### src/rtl/phase_term_pkg.sv
// Shared definitions for the phase term generator: FSM encoding, the
// accumulator/index/step widths and the widths of the four output terms.
package phase_term_pkg;

  localparam int IDX_W  = 12;
  localparam int STEP_W = 24;
  localparam int POS_W  = 28;
  localparam int U_W    = 8;
  localparam int SQ_W   = 16;
  localparam int CUBE_W = 24;
  localparam int A_W    = 40;
  localparam int B_W    = 38;
  localparam int C_W    = 28;
  localparam int D_W    = 18;

  typedef enum logic [1:0] {
    ST_IDLE  = 2'd0,
    ST_RUN   = 2'd1,
    ST_DRAIN = 2'd2
  } state_t;

  // Fractional weight u taken from the 12.16 position, with optional
  // round-half-up on bit 7 that saturates at 255 and never carries into idx.
  function automatic logic [U_W-1:0] pos_to_u(input logic [POS_W-1:0] pos,
                                              input logic round_en);
    logic [U_W-1:0] u_raw;
    u_raw = pos[15:8];
    if (round_en && (u_raw != 8'hFF)) begin
      return u_raw + {7'd0, pos[7]};
    end else begin
      return u_raw;
    end
  endfunction

endpackage

### src/rtl/phase_term_pipe.sv
// Three-stage stallable multiplier pipeline producing the polynomial terms
// u^3*K_A, u^2*K_B, u*K_C and K_D. A stall freezes every stage at once.
module phase_term_pipe
  import phase_term_pkg::*;
#(
  parameter logic [15:0] K_A = 16'd4096,
  parameter logic [21:0] K_B = 22'd8192,
  parameter logic [19:0] K_C = 20'd16384,
  parameter logic [17:0] K_D = 18'd65536
) (
  input  logic             clk,
  input  logic             rst,
  input  logic             i_valid,
  input  logic             i_stall,
  input  logic [IDX_W-1:0] i_idx,
  input  logic [U_W-1:0]   i_u,
  output logic             o_valid,
  output logic             o_empty,
  output logic [IDX_W-1:0] o_idx,
  output logic [A_W-1:0]   o_a,
  output logic [B_W-1:0]   o_b,
  output logic [C_W-1:0]   o_c,
  output logic [D_W-1:0]   o_d
);

  logic              r_v1, r_v2, r_v3;
  logic [IDX_W-1:0]  r_idx1, r_idx2, r_idx3;
  logic [U_W-1:0]    r_u1;
  logic [SQ_W-1:0]   r_sq1, r_sq2;
  logic [CUBE_W-1:0] r_cube2;
  logic [C_W-1:0]    r_lin2;
  logic [A_W-1:0]    r_a3;
  logic [B_W-1:0]    r_b3;
  logic [C_W-1:0]    r_c3;
  logic [D_W-1:0]    r_d3;

  // Advance all three stages together unless the output is stalled.
  always_ff @(posedge clk) begin
    if (rst) begin
      r_v1    <= 1'b0;
      r_v2    <= 1'b0;
      r_v3    <= 1'b0;
      r_idx1  <= '0;
      r_idx2  <= '0;
      r_idx3  <= '0;
      r_u1    <= '0;
      r_sq1   <= '0;
      r_sq2   <= '0;
      r_cube2 <= '0;
      r_lin2  <= '0;
      r_a3    <= '0;
      r_b3    <= '0;
      r_c3    <= '0;
      r_d3    <= '0;
    end else if (!i_stall) begin
      // S1: square
      r_v1    <= i_valid;
      r_idx1  <= i_idx;
      r_u1    <= i_u;
      r_sq1   <= {8'd0, i_u} * {8'd0, i_u};
      // S2: cube and linear term
      r_v2    <= r_v1;
      r_idx2  <= r_idx1;
      r_sq2   <= r_sq1;
      r_cube2 <= {8'd0, r_sq1} * {16'd0, r_u1};
      r_lin2  <= {20'd0, r_u1} * {8'd0, K_C};
      // S3: weighted cubic/quadratic terms and constant
      r_v3    <= r_v2;
      r_idx3  <= r_idx2;
      r_a3    <= {16'd0, r_cube2} * {24'd0, K_A};
      r_b3    <= {22'd0, r_sq2} * {16'd0, K_B};
      r_c3    <= r_lin2;
      r_d3    <= K_D;
    end else begin
      r_v1 <= r_v1;
    end
  end

  assign o_valid = r_v3;
  assign o_empty = ~(r_v1 | r_v2 | r_v3);
  assign o_idx   = r_idx3;
  assign o_a     = r_a3;
  assign o_b     = r_b3;
  assign o_c     = r_c3;
  assign o_d     = r_d3;

endmodule

### src/rtl/phase_term_gen.sv
// Phase term generator: walks a 12.16 source position across one output line
// and emits the cubic-interpolation term bundle for each sample.
// Optional build macro: PHASE_ROUND_EN rounds u on pos[7] (saturating at 255).
module phase_term_gen
  import phase_term_pkg::*;
#(
  parameter logic [15:0] K_A = 16'd4096,
  parameter logic [21:0] K_B = 22'd8192,
  parameter logic [19:0] K_C = 20'd16384,
  parameter logic [17:0] K_D = 18'd65536
) (
  input  logic              clk,
  input  logic              rst,
  input  logic              start,
  input  logic [STEP_W-1:0] step,
  input  logic [IDX_W-1:0]  count,
  output logic              busy,
  output logic              done,
  output logic              out_valid,
  input  logic              out_ready,
  output logic [IDX_W-1:0]  out_idx,
  output logic [A_W-1:0]    out_a,
  output logic [B_W-1:0]    out_b,
  output logic [C_W-1:0]    out_c,
  output logic [D_W-1:0]    out_d
);

  state_t            r_state;
  state_t            w_state_nxt;
  logic [POS_W-1:0]  r_pos;
  logic [STEP_W-1:0] r_step;
  logic [IDX_W-1:0]  r_count;
  logic [IDX_W-1:0]  r_issued;
  logic              w_stall;
  logic              w_accept;
  logic              w_issue;
  logic              w_last_issue;
  logic              w_pipe_empty;
  logic              w_done;
  logic [U_W-1:0]    w_u;
  logic              w_round_en;

`ifdef PHASE_ROUND_EN
  assign w_round_en = 1'b1;
`else
  assign w_round_en = 1'b0;
`endif

  assign w_stall      = out_valid & ~out_ready;
  assign w_accept     = (r_state == ST_IDLE) & start;
  assign w_issue      = (r_state == ST_RUN) & ~w_stall;
  assign w_last_issue = w_issue & (r_issued == (r_count - 12'd1));
  assign w_u          = pos_to_u(r_pos, w_round_en);

  // Next-state and done decode for the line sequencer.
  always_comb begin
    w_state_nxt = r_state;
    w_done      = 1'b0;
    case (r_state)
      ST_IDLE: begin
        if (start) begin
          w_state_nxt = (count != 12'd0) ? ST_RUN : ST_DRAIN;
        end else begin
          w_state_nxt = ST_IDLE;
        end
      end
      ST_RUN: begin
        if (w_last_issue) begin
          w_state_nxt = ST_DRAIN;
        end else begin
          w_state_nxt = ST_RUN;
        end
      end
      ST_DRAIN: begin
        if (w_pipe_empty) begin
          w_state_nxt = ST_IDLE;
          w_done      = 1'b1;
        end else begin
          w_state_nxt = ST_DRAIN;
        end
      end
      default: begin
        w_state_nxt = ST_IDLE;
      end
    endcase
  end

  // State register.
  always_ff @(posedge clk) begin
    if (rst) begin
      r_state <= ST_IDLE;
    end else begin
      r_state <= w_state_nxt;
    end
  end

  // Position accumulator and issue counter; both hold during a stall.
  always_ff @(posedge clk) begin
    if (rst) begin
      r_pos    <= '0;
      r_step   <= '0;
      r_count  <= '0;
      r_issued <= '0;
    end else if (w_accept) begin
      r_pos    <= '0;
      r_step   <= step;
      r_count  <= count;
      r_issued <= '0;
    end else if (w_issue) begin
      r_pos    <= r_pos + {4'd0, r_step};
      r_issued <= r_issued + 12'd1;
    end else begin
      r_pos    <= r_pos;
    end
  end

  phase_term_pipe #(
    .K_A(K_A),
    .K_B(K_B),
    .K_C(K_C),
    .K_D(K_D)
  ) u_pipe (
    .clk     (clk),
    .rst     (rst),
    .i_valid (w_issue),
    .i_stall (w_stall),
    .i_idx   (r_pos[27:16]),
    .i_u     (w_u),
    .o_valid (out_valid),
    .o_empty (w_pipe_empty),
    .o_idx   (out_idx),
    .o_a     (out_a),
    .o_b     (out_b),
    .o_c     (out_c),
    .o_d     (out_d)
  );

  assign busy = (r_state != ST_IDLE);
  assign done = w_done;

endmodule

### config.mk
export PLATFORM = sky130hd
export DESIGN_NAME = phase_term_gen
export DESIGN_NICKNAME = d
export VERILOG_FILES = /design/src/rtl/phase_term_pkg.sv /design/src/rtl/phase_term_pipe.sv /design/src/rtl/phase_term_gen.sv
export SDC_FILE = /design/constraint.sdc
export NUM_CORES = 1
export LEC_CHECK = 0
export CORE_AREA = 2 2 205 207
export CTS_CLUSTER_DIAMETER = 100
export DETAILED_ROUTE_END_ITERATION = 8
export DIE_AREA = 0 0 207 209
export SYNTH_ARGS = -nofsm -noshare
export SYNTH_HDL_FRONTEND = slang
export SYNTH_HIERARCHICAL = 1
export SYNTH_SLANG_ARGS = --single-unit
### constraint.sdc
create_clock -name clk -period 7.5 [get_ports clk]
set_input_delay 1.5 -clock clk [delete_from_list [all_inputs] [get_ports clk]]
set_output_delay 1.5 -clock clk [all_outputs]
set_load 0.03 [all_outputs]
==> impl_metrics.toml, run 1 <==
[run_status]
status = "complete, no violations"

[route]
via_per_inst = 4.940
vias = 12197
wire_per_inst_microns = 14.34
drtPass1Iterations = 5
drc = 0
ant_nets = 0
dr.first_iter.drc_count = 437
drt_wl_total_mm = 35.40

[clock_network]
root_buffer = "clkbuf_16"
clock_path_buffers = 3
cts-resized-gates = 0
cts_sinks = 230
h-tree-depth = 1
cts_setup_buffers = 0
clk_pin_slew_ns = 0.06
cts_tree = "yes"
holdBufCountCts = 0
numCtsBuffers = 27
insertion_delay_ns = 0.56

[layout]
final_layout_size_suffix_gt1_frac = 0.04508
areaGrowthSynthToFinish_pct = 12.47
multi_input_area_sq_um = 10380
stdcell_count = 2469
final_nets = 2157
antennaDiodeCount = 0
regArea_sq_um = 4604
fill_cells = 4155

[setup_path]
worst-endpoint-required_ns = 7.98
crit_arrival_ns = 5.47
end_kind = "register"
rr_endpoint = "u_pipe/r_cube2[20]"
startpoint_type = "register"
regToRegStartpoint = "u_pipe/r_u1[5]"
cp_max_fo = 17
reg2regPathDepth = 15
reg2reg_slack_ns = 2.51
worstSetupPathType = "register to register"

[floorplan]
initial_utilization = 0.3923
dieArea_sq_um = 43260
core_sq_um = 41290
die_y_microns = 209
ios = 179
die_w_microns = 207
rows = 75

[min_path]
hold_end = "u_pipe/r_cube2[16]"
min-delay-start = "u_pipe/r_cube2[16]"
hold_class = "register to register"
hold_depth = 2

[timing]
maxSlewViolCount = 0
fin_tns_setup_ns = 0
finalSetupViolations = 0
rsz0062_at_grt = "false"
hold_viol_final = 0
max_slew.worst_pin.slew_ns = 0.9704
min_period_ns = 4.990
slew_headroom = 0.3517
period_share = 0.6654
worst_clock_skew_ns = 0.01308
fmax_mhz = 200.4

[yosys]
synthFlopType = "dfxtp_1"
async_flop_share = 0
synth_area_sq_um = 16200
synth_most_common_cell = "dfxtp_1"
synth-compound-area-share = 0.1156
synthSimpleGateAreaFrac = 0.1834
ys_types = 82
synth-edff-count = 0
synth_top_area_frac = 0.2842
synthTopCellsByArea = "dfxtp_1 (28%), fa_1 (13%), mux2i_1 (7.8%), ha_1 (7.6%), nand2_1 (4.5%)"
ys.warnings.count = 6
synth_xor_area_frac = 0.03406
synth_cells = 1859
syn_area_per_cell_sq_um = 8.714
synth-adder-area-share = 0.2087
synth_commonest_cells = "dfxtp_1 (230), nand2_1 (194), nor2_1 (187)"
ys_ff_latch = 230
synth_mux_area_frac = 0.07925
seq_area_frac_synth = 0.2842
synth_top_cell_by_area = "dfxtp_1"
synth_top_family_by_area = "adder cells"

[power]
finalPower_mw = 2.905
p_leak_nw = 7.727
power_density_nw_per_um2 = 159.4
irDropWorstVdd_uv = 148.0

[placement]
dpl.cell_count = 2421
dp_hpwl_mm = 26.42
place_congestion = 0.8518
port_buffers = 102

[global_route]
grt-ovfl-total = 0
antenna_found_initial = 0
first_global_vias = 12015
track_usage = 0.1608
grt_start_max_net_pins = 84
grt_pass1_wl_mm = 58.99

[job]
cap_violations = 0
## power by group
part           leakage (nW)  internal [mW]  switching (mW)  total (mW)
clock network         0.452          0.819           0.536        1.36
logic                  5.41         0.0890           0.185       0.274
registers              1.86           1.25          0.0287        1.28
total                  7.73           2.15           0.750        2.90
## worst max path at each step
stage / startpoint / endpoint / slack (ns) / cells past startpoint
floorplan: u_pipe/r_u1[6] / u_pipe/r_cube2[19] / 2.95 / 16
global placement: out_ready / r_pos[22] / 2.61 / 7
detailed placement: u_pipe/r_u1[6] / u_pipe/r_cube2[20] / 2.56 / 15
CTS: u_pipe/r_u1[6] / u_pipe/r_cube2[20] / 2.51 / 15
global route: u_pipe/r_u1[0] / u_pipe/r_cube2[16] / 2.19 / 16
finish: u_pipe/r_u1[5] / u_pipe/r_cube2[20] / 2.51 / 15
## worst max-delay path, stage by stage (launching register included)
cell	delay, ns
dfxtp_1	0.71
and2_1	0.24
fa_1	0.44
fa_1	0.52
fa_1	0.56
inv_1	0.06
fa_1	0.53
inv_1	0.04
ha_1	0.34
and3_2	0.26
a221oi_1	0.39
o21ai_1	0.17
o21ai_2	0.26
o21bai_1	0.12
xnor2_1	0.12
o21ai_0	0.15
## cell type report
type                    instances  share of cell area
inverters                     149             0.03070
flip-flops and latches        230              0.2527
well taps                     539             0.03702
repair buffers                110             0.05941
clock buffers                  38             0.04210
multi-input cells            1393              0.5695
clock inverters                10            0.008516
## state kept, by name (all words and copies together) (netlist names), 14 cells and up
register / cells
r_pos: 28
r_step: 24
u_pipe/o_a: 23
u_pipe/o_b: 15
u_pipe/r_cube2: 23
u_pipe/r_sq1: 14
u_pipe/r_sq2: 15
## metal layers
| metal | track usage | vias up | part of all wire |
|---|---|---|---|
| met5 | 0 | - | 0 |
| met4 | 0.03842 | 0 | 0.019 |
| met3 | 0.02134 | 41 | 0.033 |
| met2 | 0.2852 | 190 | 0.49 |
| met1 | 0.2071 | 5836 | 0.46 |
| li1 | - | 6130 | - |
## stage by stage
step,utilization,cell area (sq um),setup slack (ns),hold slack [ns]
finish,0.4412,18220,2.510,0.4470
floorplan,-,16500,2.950,0.4244
global route,0.4412,18220,2.195,0.4709
CTS,0.4412,18220,2.512,0.4500
detailed placement,0.4189,17300,2.561,0.4412
global placement,0.4189,17300,2.610,0.4386
## placed cells by master, fill, tap and decap left out, types with 11 or more instances in the layout
cell type          n
nor3_1            20
nand2_1          194
conb_1            81
xor2_1            28
o21a_1            11
clkbuf_16         27
clkdlybuf4s50_1  101
o21ai_0           41
nor2_1           187
mux2i_1          126
a211oi_1          13
ha_1              99
nand4_1           15
xnor2_1           35
and2_1           112
a21o_1            20
dfxtp_1          230
fa_1             107
inv_1            148
a21oi_1          119
or3_1             12
nand3_1           24
## logic make-up (layout without fill, tap and decap cells)
kind of cell / after synthesis / count (layout)
simple gates: 625 / 625
buf+inv: 315 / 307
compound gates: 290 / 290
flops: 230 / 230
fa+ha+maj: 206 / 206
mux: 128 / 128
xor+xnor: 63 / 63
other cells: 2 / 81
(Power assumes the default switching activity.)
==> run 2: changes to the inputs <==
==> constraint.sdc (replaced) <==
create_clock -name clk -period 4.52 [get_ports clk]
set_input_delay 0.904 -clock clk [delete_from_list [all_inputs] [get_ports clk]]
set_output_delay 0.904 -clock clk [all_outputs]
set_load 0.03 [all_outputs]
==> impl_metrics.toml, run 2 (synthesis gave the netlist of run 1 again) <==
[timing]
maxSlewViolCount = 0
hold_viol_final = 0
min_period_ns = 4.433
worst_clock_skew_ns = 0.01384
max_slew.worst_pin.slew_ns = 0.8048
period_share = 0.9808
slew_headroom = 0.4615
fmax_mhz = 225.6
finalSetupViolations = 0

[floorplan]
dieArea_sq_um = 43260
core_sq_um = 41290
ios = 179
initial_utilization = 0.3923
rows = 75
die_y_microns = 209
die_w_microns = 207

[setup_path]
end_kind = "register"
worst-endpoint-required_ns = 5.04
cp_max_fo = 5
crit_top_cell = "fa_1"
startpoint_type = "register"
crit_arrival_ns = 4.95
path_cells = "and2_1 > fa_1 > fa_1 > fa_1 > inv_1 > fa_1 > inv_1 > ha_4 > o211ai_1 > a21oi_2 > o211ai_2 > a21oi_4 > nor2_2 > or4_1 > nand3_1"
slowest_stage = "fa_1"
slowest_delay_ns = 0.59
path_buf_inv = 2
path_delay_family = "adder cells"
worstSetupPathType = "register to register"

[layout]
fill_cells = 4067
reg.largest.list = "r_pos x28, r_step x24"
areaGrowthSynthToFinish_pct = 16.84
stdcell_count = 2533
largest_reg_flops = 28
largest_register = "r_pos"
antennaDiodeCount = 0
final_common_cell = "dfxtp_1"
multi_input_area_sq_um = 10530
final_nets = 2221
final_layout_size_suffix_gt1_frac = 0.09529
regArea_sq_um = 4638
fin_area_sq_um = 18930
final_cell_mix = "dfxtp_1 (211), nand2_1 (194), nor2_1 (185)"

[route]
drt_wl_total_mm = 36.80
drtPass1Iterations = 5
vias = 12430
drc = 0
wire_per_inst_microns = 14.53
via_per_inst = 4.907
ant_nets = 0
dr.first_iter.drc_count = 555

[global_route]
top_usage_layer = "met2"
grt_pass1_wl_mm = 60.91
met1_usage = 0.2111
track_usage = 0.1666
grt_use_met3 = 0.02074
grt_start_max_net_pins = 114
grt-ovfl-total = 0
met2_usage = 0.2979
first_global_vias = 12328
antenna_found_initial = 0

[placement]
dp_hpwl_mm = 27.54
placed_area_sq_um = 17770
dpl.cell_count = 2482
port_buffers = 102
place_congestion = 0.9274

[power]
power_density_nw_per_um2 = 260.3
irDropWorstVdd_uv = 269.8
p_leak_nw = 8.064

[run_status]
status = "complete, no violations"

[clock_network]
insertion_delay_ns = 0.58
cts_tree = "yes"
holdBufCountCts = 0
cts_sinks = 230
h-tree-depth = 1
root_buffer = "clkbuf_16"
clock_path_buffers = 3
clk_pin_slew_ns = 0.06
numCtsBuffers = 27

[min_path]
hold_class = "register to register"

[job]
cap_violations = 0
==> run 2: changes by cell type in the layout (fill, tap and decap cells not counted), moves of 6 or more <==
cell / delta
buf_4: +61
dfxtp_1: -19
dfxtp_2: +15
ha_1: -8
ha_4: +6
==> run 2: repair_timing <==
item,4_1_cts,5_1_grt
resized for setup,6,47
pin swaps,0,26
buffers inserted,0,3
setup endpoints to repair,6,15
gates cloned,0,0
==> run 2: layout make-up <==
cell class / count / share of cell area
Clock buffer: 34 / 0.03814
Tap cell: 539 / 0.03563
Inverter: 149 / 0.02955
Clock inverter: 14 / 0.01190
Multi-Input combinational cell: 1393 / 0.5561
Timing Repair Buffer: 174 / 0.08363
Sequential cell: 230 / 0.2451
==> run 2: path summary, 6_finish.rpt <==
| kind | from | depth (start not counted) | to | slack (ns) |
|---|---|---|---|---|
| setup / recovery | u_pipe/r_sq1[2] | 15 | u_pipe/r_cube2[23] | 0.09 |
| hold / removal | u_pipe/o_d[16] | 2 | u_pipe/o_d[16] | 0.45 |
| setup reg to reg | u_pipe/r_sq1[2] | 15 | u_pipe/r_cube2[23] | 0.09 |
| hold reg to reg | u_pipe/o_d[16] | 2 | u_pipe/o_d[16] | 0.45 |
==> run 2: tightest hold or removal path, stage by stage, from the launching register on <==
cell and delay, ns:
dfxtp_1 0.31, inv_1 0.04, a21oi_1 0.05
==> run 2: through the flow <==
step	hold WS, ns	power [mW]	utilization	setup WS [ns]	setup TNS (ns)
floorplan	0.4244	2.546	-	0.03897	0
global placement	0.4386	2.626	0.4303	-0.06347	-0.1694
detailed placement	0.4435	2.635	0.4303	-0.1090	-0.4474
CTS	0.4536	4.998	0.4537	0.001981	0
global route	0.4705	5.130	0.4584	-0.02306	-0.03333
finish	0.4483	4.926	0.4584	0.08660	0
==> run 2: per-layer routing <==
metal | part of all wire | vias to the layer above
li1 | - | 6263
met1 | 0.45 | 5908
met2 | 0.49 | 201
met3 | 0.032 | 58
met4 | 0.024 | 0
met5 | 0 | -
==> run 2: report_power, final <==
| part | switching (mW) | total [mW] | internal, mW | leakage (nW) |
|---|---|---|---|---|
| clock network | 0.912 | 2.34 | 1.42 | 0.455 |
| registers | 0.0393 | 2.11 | 2.07 | 1.87 |
| logic | 0.324 | 0.484 | 0.161 | 5.74 |
| total | 1.28 | 4.93 | 3.65 | 8.06 |
